<file path="src/rtl/mips_pipe_pkg.sv">
// Shared definitions for the MIPS-32 pipeline registers: stage states, default widths, NOP control.
package mips_pipe_pkg;

  typedef enum logic [1:0] {
    ST_EMPTY = 2'd0,
    ST_FULL  = 2'd1,
    ST_SKID  = 2'd2
  } pipe_state_e;

  localparam int unsigned DATA_W_DEF     = 32;
  localparam int unsigned REG_ADDR_W_DEF = 5;
  localparam int unsigned WB_W_DEF       = 2;
  localparam int unsigned MEM_W_DEF      = 3;
  localparam int unsigned EXE_W_DEF      = 4;
  localparam int unsigned CTRL_W_DEF     = WB_W_DEF + MEM_W_DEF + EXE_W_DEF;

  localparam logic [CTRL_W_DEF-1:0] NOP_CTRL = '0;

endpackage

</file>
<file path="src/rtl/pipe_skid_buf.sv">
// Generic 2-entry valid/ready skid buffer over a packed payload; in_ready_o is registered.
module pipe_skid_buf
  import mips_pipe_pkg::*;
#(
  parameter int unsigned P_W = 8
) (
  input  logic           clk_i,
  input  logic           rst_i,
  input  logic           flush_i,
  input  logic           in_valid_i,
  output logic           in_ready_o,
  input  logic [P_W-1:0] in_data_i,
  output logic           out_valid_o,
  input  logic           out_ready_i,
  output logic [P_W-1:0] out_data_o
);

  pipe_state_e    state_q, state_d;
  logic [P_W-1:0] main_q, main_d;
  logic [P_W-1:0] skid_q, skid_d;
  logic           in_ready_q, in_ready_d;
  logic           acc, drn;

  assign out_valid_o = (state_q != ST_EMPTY);
  assign out_data_o  = main_q;
  assign in_ready_o  = in_ready_q;

  assign acc = in_valid_i & in_ready_q;
  assign drn = out_valid_o & out_ready_i;

  always_comb begin
    state_d = state_q;
    main_d  = main_q;
    skid_d  = skid_q;
    case (state_q)
      ST_EMPTY: begin
        if (acc) begin
          state_d = ST_FULL;
          main_d  = in_data_i;
        end
      end
      ST_FULL: begin
        if (acc && drn) begin
          main_d = in_data_i;
        end else if (acc) begin
          state_d = ST_SKID;
          skid_d  = in_data_i;
        end else if (drn) begin
          state_d = ST_EMPTY;
        end
      end
      ST_SKID: begin
        if (drn) begin
          state_d = ST_FULL;
          main_d  = skid_q;
        end
      end
      default: state_d = ST_EMPTY;
    endcase
    // Flush drops everything; payload registers keep their contents so data outputs hold.
    if (flush_i) begin
      state_d = ST_EMPTY;
      main_d  = main_q;
      skid_d  = skid_q;
    end
    in_ready_d = (state_d != ST_SKID);
  end

  always_ff @(posedge clk_i) begin
    if (rst_i) begin
      state_q    <= ST_EMPTY;
      main_q     <= '0;
      skid_q     <= '0;
      in_ready_q <= 1'b1;
    end else begin
      state_q    <= state_d;
      main_q     <= main_d;
      skid_q     <= skid_d;
      in_ready_q <= in_ready_d;
    end
  end

endmodule

</file>
<file path="src/rtl/id_exe_pipe_reg.sv">
// ID/EX pipeline register with valid/ready handshake, flush and bubble-gated control outputs.
// Optional performance counters are built when ID_EXE_PERF_CNT_EN is defined.
module id_exe_pipe_reg
  import mips_pipe_pkg::*;
#(
  parameter int unsigned DATA_W     = DATA_W_DEF,
  parameter int unsigned REG_ADDR_W = REG_ADDR_W_DEF,
  parameter int unsigned WB_W       = WB_W_DEF,
  parameter int unsigned MEM_W      = MEM_W_DEF,
  parameter int unsigned EXE_W      = EXE_W_DEF
) (
  input  logic                  clock,
  input  logic                  reset,
  input  logic                  flush,
  input  logic                  in_valid,
  output logic                  in_ready,
  input  logic [DATA_W-1:0]     pc,
  input  logic                  zero,
  input  logic [DATA_W-1:0]     readData1,
  input  logic [DATA_W-1:0]     readData2,
  input  logic [DATA_W-1:0]     sign_extended,
  input  logic [REG_ADDR_W-1:0] instruction1,
  input  logic [REG_ADDR_W-1:0] instruction2,
  input  logic [WB_W-1:0]       WB,
  input  logic [MEM_W-1:0]      MEM,
  input  logic [EXE_W-1:0]      EXE,
  output logic                  out_valid,
  input  logic                  out_ready,
  output logic [DATA_W-1:0]     pcOut,
  output logic                  zeroOut,
  output logic [DATA_W-1:0]     readData1Out,
  output logic [DATA_W-1:0]     readData2Out,
  output logic [DATA_W-1:0]     sign_extendedOut,
  output logic [REG_ADDR_W-1:0] instruction1Out,
  output logic [REG_ADDR_W-1:0] instruction2Out,
  output logic [WB_W-1:0]       WBOut,
  output logic [MEM_W-1:0]      MEMOut,
  output logic [EXE_W-1:0]      EXEOut
`ifdef ID_EXE_PERF_CNT_EN
  ,
  output logic [31:0]           stall_cnt,
  output logic [31:0]           bubble_cnt,
  output logic [31:0]           flush_cnt
`endif
);

  localparam int unsigned CtrlW = WB_W + MEM_W + EXE_W;
  localparam int unsigned DataPW = 4 * DATA_W + 1 + 2 * REG_ADDR_W;
  localparam int unsigned PW = DataPW + CtrlW;
  localparam logic [CtrlW-1:0] NopCtrl = CtrlW'(NOP_CTRL);

  logic [PW-1:0]    in_pack, out_pack;
  logic [CtrlW-1:0] ctrl_raw, ctrl_gated;

  assign in_pack = {pc, zero, readData1, readData2, sign_extended, instruction1, instruction2,
                    WB, MEM, EXE};

  pipe_skid_buf #(
    .P_W (PW)
  ) u_skid (
    .clk_i       (clock),
    .rst_i       (reset),
    .flush_i     (flush),
    .in_valid_i  (in_valid),
    .in_ready_o  (in_ready),
    .in_data_i   (in_pack),
    .out_valid_o (out_valid),
    .out_ready_i (out_ready),
    .out_data_o  (out_pack)
  );

  assign {pcOut, zeroOut, readData1Out, readData2Out, sign_extendedOut, instruction1Out,
          instruction2Out} = out_pack[PW-1:CtrlW];

  assign ctrl_raw   = out_pack[CtrlW-1:0];
  // An empty stage must look like a NOP to EXE so stale control never writes back.
  assign ctrl_gated = out_valid ? ctrl_raw : NopCtrl;
  assign {WBOut, MEMOut, EXEOut} = ctrl_gated;

`ifdef ID_EXE_PERF_CNT_EN
  logic [31:0] stall_cnt_q, bubble_cnt_q, flush_cnt_q;

  always_ff @(posedge clock) begin
    if (reset) begin
      stall_cnt_q  <= '0;
      bubble_cnt_q <= '0;
      flush_cnt_q  <= '0;
    end else begin
      if (in_valid && !in_ready) stall_cnt_q <= stall_cnt_q + 32'd1;
      if (out_ready && !out_valid) bubble_cnt_q <= bubble_cnt_q + 32'd1;
      if (flush) flush_cnt_q <= flush_cnt_q + 32'd1;
    end
  end

  assign stall_cnt  = stall_cnt_q;
  assign bubble_cnt = bubble_cnt_q;
  assign flush_cnt  = flush_cnt_q;
`endif

endmodule

</file>
<file path="config.mk">
export PLATFORM = sky130hd
export DESIGN_NAME = id_exe_pipe_reg
export DESIGN_NICKNAME = d
export VERILOG_FILES = /design/src/rtl/mips_pipe_pkg.sv /design/src/rtl/pipe_skid_buf.sv /design/src/rtl/id_exe_pipe_reg.sv
export SDC_FILE = /design/constraint.sdc
export NUM_CORES = 1
export LEC_CHECK = 0
export BUFFER_PORTS_ARGS = -buffer_cell sky130_fd_sc_hd__buf_2
export CAP_MARGIN = 20
export CORE_MARGIN = 1.5
export CORE_UTILIZATION = 35
export CTS_BUF_LIST = sky130_fd_sc_hd__clkbuf_8
export DETAILED_ROUTE_END_ITERATION = 10
export PLACE_DENSITY = 0.63
export SYNTH_ARGS = -nofsm -noshare
export SYNTH_HDL_FRONTEND = slang
export SYNTH_SLANG_ARGS = --single-unit
</file>
<file path="constraint.sdc">
create_clock -name clock -period 1.85 [get_ports clock]
set_input_delay 0 -clock clock [delete_from_list [all_inputs] [get_ports clock]]
set_output_delay 0 -clock clock [all_outputs]
set_load 0.005 [all_outputs]
</file>
Yosys cells after proc, flatten, opt, wreduce, memory -nomap -nowiden
Index checks and enable logic that the tools add are counted.

cells by class
  equal/unequal tests = 6
  bitwise gates (word level) = 4
  reductions and logical operators = 6
  multiplexer cells = 12

operators with widths
  kind                  count
  $mux W148             3
  $pmux W148 S3         1
  $mux W2               6
  $mux W9               1
  $ne A2 B1 Y1 const B  3
  $pmux W2 S3           1
  $reduce_and A5 Y1     1
  $reduce_and A4 Y1     1
  $reduce_bool A3 Y1    1
  $and A1 B1 Y1         2
  $eq A2 B1 Y1 const B  1
  $eq A2 B2 Y1 const B  1
  $logic_not A2 Y1      1
  $ne A2 B2 Y1 const B  1
  $not A1 Y1            2
  $reduce_bool A2 Y1    1
  $logic_and A1 B1 Y1   1

word-level totals
  word-level logic and storage cells = 32
  bits of input ports = 153
  bits in registers = 299

Depth between registers and ports, before layout
Gate-level depths: netlist of the first run.

  word-level depth = 8
  depth in mapped cells = 7
  mapped depth without buffers = 4

Cells and area by module
A second synthesis of the first run with hierarchy kept.

second synthesis, totals
  cells, all modules = 1329
  area total of the unflattened synthesis = 11706.2 sq um

modules (own cells, without submodules)
  module           cells each  times used  area each (sq um)  seq. area each (sq um)
  pipe_skid_buf    1320        1           11649.9            5985.7
  id_exe_pipe_reg  9           1           56.3               0.0

Least setup slack after synthesis of the first run
No wires, ideal clock.

  kind = reg2reg
  from = reg u_skid.in_ready_q (netlist: u_skid.in_ready_o)
  to = reg u_skid.main_q[107] (netlist: u_skid.out_data_o[107])
  path buffers = 2
  setup slack = 0.263 ns
  data arrival time = 1.453 ns
  stages on the path, launching flop included = 6
  cell sequence = dfxtp_1 nand2_1 o41ai_4 clkbuf_1 buf_2 a211oi_1

between the ends
  longest elaborated chain between the ends = 4

RTL lines
  what                                    line                 source
  start, declared                         pipe_skid_buf.sv:21  logic in_ready_q, in_ready_d;
  start signal, assigned                  pipe_skid_buf.sv:79  in_ready_q <= in_ready_d;
  $and A1 B1 Y1 (*)                       pipe_skid_buf.sv:28  assign acc = in_valid_i & in_ready_q;
  $logic_and A1 B1 Y1                     pipe_skid_buf.sv:43  if (acc && drn) begin
  $ne A2 B1 Y1 (no source line)           n/a
  $reduce_and A5 Y1 (no source line) (*)  n/a
  end signal, assigned                    pipe_skid_buf.sv:77  main_q <= main_d;
  end, declared                           pipe_skid_buf.sv:19  logic [P_W-1:0] main_q, main_d;

Every way passes the cells marked *; elsewhere a longest branch is shown, timed or not.
A chain may end at the register's enable or synchronous reset.

Worst setup path in the final report of the first run
  from = reg u_skid.state_q[0]
  to = reg u_skid.main_q[46] (netlist: u_skid.out_data_o[46])

between the ends
  longest elaborated chain between the ends = 5

RTL lines
  what                                line                 source
  start, declared                     pipe_skid_buf.sv:18  pipe_state_e state_q, state_d;
  start signal, assigned              pipe_skid_buf.sv:76  state_q <= state_d;
  $reduce_bool A2 Y1                  pipe_skid_buf.sv:24  assign out_valid_o = (state_q != ST_EMPTY);
  $and A1 B1 Y1                       pipe_skid_buf.sv:29  assign drn = out_valid_o & out_ready_i;
  $logic_and A1 B1 Y1                 pipe_skid_buf.sv:43
  $ne A2 B1 Y1 (no source line)       n/a
  $reduce_and A5 Y1 (no source line)  n/a

Parallel ways exist; a longest one is shown, timed or not.

==> metrics.csv, run 1 <==
stage,metric,value,unit
run_status,outcome,finished with violations,
run_status,failed_checks,design-rule violations,
final_layout,fill_cells,3404,
timing,setup_viol,0,
critical_path,r2r-start,u_skid.state_q[0],
grt,grt_max_degree,95,
critical_path,reg2reg_slack,0.05,ns
floorplan,dieArea,0.0376,mm^2
timing,skew,0.0194,ns
final_layout,drive_above_1_share,0.236,
placement,portBuffers,302,
logic_synthesis,ys_types,22,
run,max_cap_viol_count,0,
clock_network,cts-htree-levels,2,
clock_network,cts_sinks,299,
logic_synthesis,ys_warn_count,0,
timing,maxSlewHeadroom,0.544,
timing,tns,0,ns
logic_synthesis,seq_area_frac_synth,0.470,
final_layout,final_core_util,0.463,
logic_synthesis,async_flop_share,0,
clock_network,cts_buffers,52,
critical_path,crit_path_end,u_skid.out_data_o[46],
route,wirelength,33.5,mm
clock_network,root_buffer,clkbuf_8,
critical_path,setup.worst_path.end_class,register,
placement,place_congestion,0.741,
floorplan,core_area,0.0357,mm^2
route,first_iter_violations,396,
grt,grt_usage,0.175,
route,post_drt_wl_per_cell,14.8,um
logic_synthesis,syn-cell-area,0.0127,mm^2
critical_path,startpoint,u_skid.state_q[0],
route,drc,40,
critical_path,required,2.36,ns
placement,dpl.hpwl,21.0,mm
timing,rsz0062_at_grt,yes,
route,dr.pass1.iters,8,
logic_synthesis,synth_edf_count,0,
critical_path,critPathSlowestCell,dfxtp_1,
final_layout,multi_input_area,0.00520,mm^2
final_layout,final_common_cell,buf_2,
timing,fmax,557,MHz
floorplan,fp.dieW,194,um
timing,min_period,1.80,ns
floorplan,rows,69,
timing,hold_viol_final,0,
final_layout,finalNonFillerCells,2266,
power,p_leak,7.66,nW
logic_synthesis,syn_inst,1466,
logic_synthesis,yosys_register_bits,299,
final_layout,nets,1914,
logic_synthesis,synth_flop_cell,dfxtp_1,
clock_network,clk_path_buf_depth,3,
final_layout,regArea,0.00599,mm^2
grt,grt_pass1_vias,10600,
critical_path,arrival,2.31,ns
clock_network,clk_pin_slew_worst_paths,0.06,ns
floorplan,initial_utilization,0.357,
critical_path,reg2reg_to,u_skid.out_data_o[46],
critical_path,ff2ff_path_depth,6,
route,via_per_inst,4.75,
placement,placed_cells,2015,
route,drtAntennaViolNets,0,
grt,antenna_found_initial,1,
critical_path,worstSetupPathType,reg -> reg,
final_layout,final_cell_mix,"buf_2 (301), dfxtp_1 (298), nand2_1 (297), dlygate4sd3_1 (152)",
critical_path,critPathMaxStageDelay,0.37,ns
clock_network,clock_latency,0.61,ns
logic_synthesis,syn_area_per_cell,8.69,um^2
power,irDropWorstVdd,0.865,mV
power,p_per_area,896,mW/mm^2
critical_path,critPathLaunchType,register,
clock_network,cts_tree,built,
timing,worstMarginPinSlew,0.685,ns
grt,grt_pass1_wl,54.1,mm
floorplan,io_pins,303,
critical_path,path_max_fanout,29,
hold_path,hold_class,in -> reg,
route,vias,10800,
timing,fin_crit_sh,0.970,
final_layout,area_growth,30.0,%
grt,overflow,0,
critical_path,critical_path.cell_chain,"and2b_1, o41ai_4, buf_4, buf_16, nor2_1, a211oi_1",
floorplan,die_y,194,um
logic_synthesis,synth_nets,1619,
timing,drv_slew,0,
-- synthesized netlist by cell type (2+ instances only) --
master / instances / area, um^2
mux2i_1: 149 / 1490
buf_2: 44 / 220
a211oi_1: 148 / 1110
buf_1: 5 / 18.8
buf_4: 149 / 1120
clkbuf_1: 55 / 206
nand2_1: 297 / 1110
nor2_1: 149 / 559
nor2b_1: 9 / 56.3
a21oi_1: 149 / 746
dfxtp_1: 299 / 5990
inv_1: 2 / 7.51
and3b_1: 2 / 17.5
-- repair_timing --
action                     CTS  global route
hold buffers               152             0
gates cloned                 0             1
hold endpoints to repair   299             0
setup buffers                0             0
setup endpoints to repair   10           101
gates resized for setup      2             5
pin swaps                    0             0
-- cell families after synthesis --
group                  Yosys count  share of synthesized area
AOI/OAI and AO/OA              300                      0.149
buffers and inverters          255                      0.123
DFF                            299                      0.470
muxes                          149                      0.117
and+or+nand+nor                463                      0.141
-- per-layer routing --
| metal | up-vias | wire [um] | GRT usage |
|---|---|---|---|
| met3 | 55 | 2250 | 0.0470 |
| met5 | - | 0 | 0 |
| li1 | 5434 | - | - |
| met2 | 265 | 15500 | 0.290 |
| met1 | 4999 | 14900 | 0.215 |
| met4 | 0 | 840 | 0.0682 |
-- worst max-delay path, delay by kind of cell, from the launching register on --
family | cells | cell delay [ns]
simple gates | 2 | 0.31
flops | 1 | 0.37
buf+inv | 2 | 0.47
compound gates | 2 | 0.54
-- registers in the layout, indices dropped and copies added (netlist names) --
signal	count
u_skid.out_data_o	148
u_skid.skid_q	148
u_skid.state_q	2
u_skid.in_ready_o	1
-- layout make-up --
class,instances,share of cell area
multi-input combinational,912,0.314
tap,461,0.0348
inverter,2,0.000453
timing repair buffer,494,0.221
clock inverter,26,0.00997
antenna,2,0.000302
sequential,299,0.361
clock buffer,70,0.0582
-- through the flow --
stage               worst slack, ns  total power [mW]  hold slack [ns]  cell area (um^2)
CTS                          0.0363              15.1           0.0162             16500
detailed placement           0.0852              8.32            0.257             13900
global route                -0.0658              15.6            0.124             16600
finish                       0.0546              14.8           0.0823             16600
global placement              0.166              8.28            0.251             13900
floorplan                     0.263              7.93           0.0769             12700
-- worst min-delay path by stage --
stage	slack [ns]	start	cells after the start	to
2_1_floorplan	0.08	flush	1	u_skid.state_q[0]
5_1_grt	0.12	in_valid	4	u_skid.in_ready_o
3_3_place_gp	0.25	sign_extended[22]	3	u_skid.skid_q[41]
3_5_place_dp	0.26	readData2[14]	3	u_skid.skid_q[65]
4_1_cts	0.02	in_valid	4	u_skid.in_ready_o
6_report	0.08	in_valid	4	u_skid.in_ready_o
-- report_power, final --
| group | internal [mW] | switching (mW) | total (mW) |
|---|---|---|---|
| clock network | 3.65 | 2.75 | 6.39 |
| logic | 0.826 | 0.777 | 1.60 |
| registers | 6.71 | 0.142 | 6.85 |
| total | 11.2 | 3.66 | 14.8 |
No activity file was read; power rests on OpenSTA's default activity.
==> run 2, diff against run 1 <==
Settings changed: CORE_UTILIZATION 35 to 55, PLACE_DENSITY 0.63 to 0.79.
==> run 2 against run 1 <==
Against the previous run:
- the run ends with negative setup slack left
- clock power is 15% lower
- highest routed layer unchanged
- via count is 6.5% higher
- final cell count is 7.9% lower
- first-iteration DRC count is 86% higher
- hold slack better by 0.038 ns
- die area is 36% lower
- power is 5.4% lower
- non-clock buffer count is 14 higher
- critical endpoint is now u_skid.out_data_o[82]
- combinational power is 11% higher
- largest power group unchanged
- sequential power hardly changed
- global-route usage is 9.9 points higher
==> metrics.csv, run 2 (same netlist as run 1, synthesis figures left out) <==
stage,metric,value,unit
placement,dpl.hpwl,18.7,mm
critical_path,crit_path_end,u_skid.out_data_o[82],
run,max_cap_viol_count,0,
floorplan,rows,55,
power,p_leak,7.67,nW
final_layout,drive_above_1_share,0.253,
critical_path,critical_path.cell_chain,"and2b_2, o41ai_4, buf_12, buf_12, clkbuf_16, nor2_1, a211oi_1",
route,drtAntennaViolNets,0,
clock_network,clk_pin_slew_worst_paths,0.07,ns
timing,setup_viol,1,
floorplan,core_area,0.0227,mm^2
floorplan,die_y,155,um
final_layout,final_common_cell,buf_2,
critical_path,critPathSlowestCell,o41ai_4,
power,power.switching,3.56,mW
critical_path,reg2reg_to,u_skid.out_data_o[82],
route,drc,0,
timing,min_period,1.87,ns
power,irDropWorstVdd,0.627,mV
critical_path,setup.worst_path.end_class,register,
clock_network,cts_tree,built,
clock_network,cts-htree-levels,2,
floorplan,io_pins,303,
timing,skew,0.0148,ns
clock_network,clock_latency,0.54,ns
critical_path,r2r-start,u_skid.state_q[0],
critical_path,startpoint,u_skid.state_q[0],
run_status,failed_checks,negative setup slack,
placement,dp_slack,0.0845,ns
timing,drv_slew,0,
clock_network,cts_sinks,299,
grt,grt_usage,0.274,
route,post_drt_wl_per_cell,17.5,um
grt,antenna_found_initial,1,
route,via_per_inst,5.49,
timing,fin_crit_sh,1.01,
clock_network,root_buffer,clkbuf_8,
grt,grt_max_degree,109,
critical_path,arrival,2.31,ns
final_layout,final_cell_mix,"buf_2 (301), nand2_1 (297), dfxtp_1 (297), dlygate4sd3_1 (152)",
floorplan,fp.dieW,155,um
grt,overflow,0,
hold_path,hold_depth,4,
grt,grt_pass1_wl,54.2,mm
power,pwr-share-seq,0.488,
timing,rsz0062_at_grt,yes,
critical_path,critPathLaunchType,register,
floorplan,dieArea,0.0241,mm^2
critical_path,cp_num_buf_inv,3,
critical_path,path_common_cell,buf_12,
timing,maxSlewHeadroom,0.481,
hold_path,hold_class,in -> reg,
final_layout,area_growth,29.4,%
floorplan,initial_utilization,0.561,
final_layout,nets,1923,
route,wirelength,36.6,mm
critical_path,critPathTopFamily,compound AO/OA/AOI/OAI gates,
route,first_iter_violations,738,
critical_path,path_depth,7,
clock_network,cts_buffers,47,
timing,tns,-0.0192,ns
route,vias,11400,
critical_path,ff2ff_path_depth,7,
power,pwr-share-clk,0.385,
placement,place_congestion,0.805,
critical_path,critPathMaxStageDelay,0.37,ns
critical_path,worstSetupPathType,reg -> reg,
final_layout,final_core_util,0.726,
route,dr.pass1.iters,5,
timing,hold_viol_final,0,
critical_path,reg2reg_slack,-0.02,ns
grt,grt_pass1_vias,11300,
timing,whs,0.121,ns
clock_network,clk_path_buf_depth,3,
critical_path,path_max_fanout,14,
power,combPwrFrac,0.127,
critical_path,required,2.29,ns
timing,worstMarginPinSlew,0.779,ns
placement,portBuffers,302,
timing,fmax,535,MHz
power,fin_total_pwr,14.1,mW
power,switching_share,0.253,
timing,fin_ws,-0.0192,ns
power,power.internal,10.5,mW
power,p_per_area,853,mW/mm^2
run_status,outcome,finished with violations,
-- run 2: cell types whose count changed in the layout (fill, tap and decap cells not counted), moves of 2 or more --
cell,delta
clkbuf_8,-10
a211oi_2,+28
buf_12,-3
inv_1,-2
clkbuf_16,+6
buf_16,+2
a211oi_1,-28
bufinv_16,-2
clkinv_2,-3
buf_4,+8
clkinvlp_4,+2
-- run 2: worst min path at each step --
stage / to / slack (ns) / from
after floorplan: u_skid.state_q[0] / 0.08 / flush
after global placement: u_skid.skid_q[38] / 0.25 / sign_extended[19]
after detailed placement: u_skid.skid_q[118] / 0.26 / pc[2]
after CTS: u_skid.in_ready_o / 0.09 / in_valid
after global routing: u_skid.in_ready_o / 0.15 / in_valid
final: u_skid.in_ready_o / 0.12 / in_valid
-- run 2: layout make-up --
type | instances | area, um^2
Clock inverter | 20 | 88.8
Timing Repair Buffer | 508 | 3870
Multi-Input combinational cell | 912 | 5340
Fill cell | 1519 | 6230
Inverter | 2 | 7.51
Tap cell | 285 | 357
Sequential cell | 299 | 5990
Clock buffer | 60 | 826
Antenna cell | 1 | 2.50
-- run 2: stage by stage --
step | cells | cell area, um^2
5_1_grt | 2087 | 16500
4_1_cts | 2068 | 16000
6_report | 2087 | 16500
3_5_place_dp | 1836 | 13600
2_1_floorplan | 1466 | 12700
3_3_place_gp | 1836 | 13600
-- run 2: worst reg2reg max path: stages, from the launching register on --
cell and delay (ns):
dfxtp_2 0.34, and2b_2 0.23, o41ai_4 0.37, buf_12 0.17, buf_12 0.14, clkbuf_16 0.18
nor2_1 0.06, a211oi_1 0.28
-- run 2: power groups by stage --
stage          Combinational (mW)  Clock (mW)  Sequential (mW)
4_1_cts                      1.55        5.46             6.85
6_report                     1.78        5.41             6.86
3_5_place_dp                 1.29           0             6.98
2_1_floorplan               0.983           0             6.95
3_3_place_gp                 1.25           0             6.98
5_1_grt                      1.92        5.77             6.88
-- run 2: routing by layer --
layer	part of all wire	track usage
met1	0.38	0.306
met2	0.50	0.481
met3	0.068	0.0646
met4	0.044	0.150
met5	0	0
-- run 2: repair_timing --
item | CTS | global route
buffers inserted | 0 | 8
endpoints found under the hold margin | 299 | 0
hold buffers | 152 | 0
gates resized for setup | 0 | 42
endpoints found under the setup margin | 0 | 29
==> run 3, diff against run 2 <==
--- a/config.mk
+++ b/config.mk
@@ -9,8 +9,8 @@
 export CAP_MARGIN = 20
 export CORE_MARGIN = 1.5
-export CORE_UTILIZATION = 55
+export CORE_UTILIZATION = 50
 export CTS_BUF_LIST = sky130_fd_sc_hd__clkbuf_8
 export DETAILED_ROUTE_END_ITERATION = 10
-export PLACE_DENSITY = 0.79
+export PLACE_DENSITY = 0.75
 export SYNTH_ARGS = -nofsm -noshare
 export SYNTH_HDL_FRONTEND = slang
==> constraint.sdc (replaced) <==
create_clock -name clock -period 1.64 [get_ports clock]
set_input_delay 0.492 -clock clock [delete_from_list [all_inputs] [get_ports clock]]
set_output_delay 0.492 -clock clock [all_outputs]
set_load 0.005 [all_outputs]
==> run 3 against run 2 <==
Against the previous run:
- the run still ends with negative setup slack left
- final cell count up 1.2%
- first-iteration DRC count up 16%
- global-route usage down 1.6 points
- critical path depth down 2
- routed wire length up 19%
- clock power up 17%
==> metrics.csv, run 3 (same netlist as run 1, synthesis figures left out) <==
stage,metric,value,unit
grt,top_usage_layer,met2,
power,p_per_area,906,mW/mm^2
floorplan,initial_utilization,0.507,
route,via_per_inst,5.60,
placement,dpl.hpwl,20.5,mm
power,power.internal,12.2,mW
route,drtAntennaViolNets,0,
clock_network,cts_sinks,299,
final_layout,final_common_cell,buf_2,
hold_path,worstHoldStart,sign_extended[6],
floorplan,fp.dieW,163,um
route,post_drt_wl_per_cell,20.6,um
timing,hold_viol_final,0,
placement,dp_slack,-0.320,ns
critical_path,startpoint,u_skid.state_q[0],
clock_network,cts_tree,built,
power,irDropWorstVdd,0.650,mV
route,wirelength,43.5,mm
final_layout,nets,1897,
clock_network,cts-htree-levels,2,
timing,maxSlewHeadroom,0.653,
final_layout,area_growth,44.2,%
timing,skew,0.0275,ns
timing,rsz0062_at_grt,yes,
floorplan,die_y,163,um
timing,drv_slew,0,
run_status,failed_checks,negative setup slack,
grt,met1_usage,0.317,
critical_path,arrival,1.49,ns
grt,grtUsageMet3,0.0693,
critical_path,setup.worst_path.end_class,output pin,
critical_path,worstSetupPathType,reg -> out,
clock_network,cts_hold_buf,0,
route,vias,11800,
clock_network,clk_pin_slew_worst_paths,0.06,ns
grt,grt_pass1_wl,55.2,mm
route,drc,0,
power,combPwrFrac,0.153,
timing,fmax,505,MHz
timing,fin_ws,-0.339,ns
power,p_leak,8.38,nW
critical_path,r2r-start,u_skid.state_q[0],
timing,setup_viol,249,
route,first_iter_violations,856,
floorplan,io_pins,303,
run,max_cap_viol_count,0,
critical_path,path_max_fanout,5,
grt,grt_use_met2,0.429,
final_layout,final_cell_mix,"buf_2 (301), dfxtp_1 (297), nand2_1 (291), mux2i_1 (149), a211oi_2 (111)",
critical_path,critPathLaunchType,register,
clock_network,root_buffer,clkbuf_8,
timing,min_period,1.98,ns
grt,grt_max_degree,87,
final_layout,multi_input_area,0.00627,mm^2
floorplan,dieArea,0.0265,mm^2
power,power.switching,4.42,mW
timing,tns,-28.76,ns
grt,grt_usage,0.257,
clock_network,clk_path_buf_depth,3,
route,dr.pass1.iters,5,
hold_path,hold_class,in -> reg,
grt,overflow,0,
power,switching_share,0.266,
power,fin_total_pwr,16.6,mW
floorplan,rows,58,
grt,grt_pass1_vias,10900,
clock_network,cts_buffers,49,
critical_path,reg2reg_slack,-0.29,ns
critical_path,required,1.15,ns
timing,fin_crit_sh,1.21,
placement,place_congestion,0.835,
timing,worstMarginPinSlew,0.521,ns
final_layout,regArea,0.00599,mm^2
final_layout,final_core_util,0.732,
final_layout,drive_above_1_share,0.443,
grt,antenna_found_initial,4,
power,pwr-share-seq,0.466,
floorplan,core_area,0.0251,mm^2
run_status,outcome,finished with violations,
placement,portBuffers,302,
final_layout,fill_cells,1659,
power,pwr-share-clk,0.381,
clock_network,clock_latency,0.56,ns
run 3: cell count changes in the layout (fill, tap and decap cells not counted), moves of 24 or more:
| cell | before | now |
|---|---|---|
| a21oi_2 | 0 | 41 |
| clkbuf_16 | 7 | 35 |
| nor2_2 | 0 | 54 |
| nor2_1 | 149 | 84 |
| buf_6 | 3 | 27 |
| a211oi_2 | 28 | 111 |
| a211oi_1 | 120 | 31 |
| buf_12 | 18 | 52 |
| dlygate4sd3_1 | 152 | 0 |
| a21oi_1 | 149 | 108 |
run 3: layer usage:
layer	up-vias	part of all wire
li1	5411	-
met1	5744	0.41
met2	546	0.48
met3	118	0.073
met4	2	0.030
met5	-	0.00030
run 3: area by class of cell:
cell class	instances	share of cell area
Inverter	2	0.000409
Sequential cell	299	0.326
Clock inverter	26	0.00735
Tap cell	330	0.0225
Antenna cell	4	0.000545
Timing Repair Buffer	480	0.257
Clock buffer	59	0.0442
Multi-Input combinational cell	912	0.342
run 3: power by group through the flow:
| stage | registers (mW) | clock network, mW | logic (mW) |
|---|---|---|---|
| floorplan | 7.84 | 0 | 1.11 |
| global placement | 7.86 | 0 | 1.48 |
| detailed placement | 7.88 | 0 | 1.52 |
| CTS | 7.73 | 6.36 | 2.08 |
| global route | 7.79 | 6.74 | 2.68 |
| finish | 7.76 | 6.34 | 2.54 |
run 3: through the flow:
stage	cells	cell area (um^2)	hold WS (ns)
final	2112	18400	0.181
after detailed placement	1912	14000	0.446
after global routing	2111	18400	0.166
after global placement	1912	14000	0.440
after CTS	2058	16500	0.152
after floorplan	1466	12800	0.436
run 3: what timing repair did:
item,CTS,global route
pin swaps,77,95
endpoints found under the setup margin,48,254
gates resized for setup,124,258
endpoints found under the hold margin,0,0
setup buffers,36,23
gates cloned,26,44
run 3: final timing paths:
path                                          endpoint  depth (start not counted)
worst max-delay path                         MEMOut[1]                          5
worst min-delay path                 u_skid.skid_q[25]                          3
worst max register to register  u_skid.out_data_o[102]                          9
worst min register to register       u_skid.skid_q[22]                          2
run 3: critical path: stages, from the launching register on:
cell and delay [ns]:
dfxtp_2 0.34, buf_6 0.11, nor2_4 0.04, buf_6 0.14, nor2b_2 0.16, buf_2 0.14
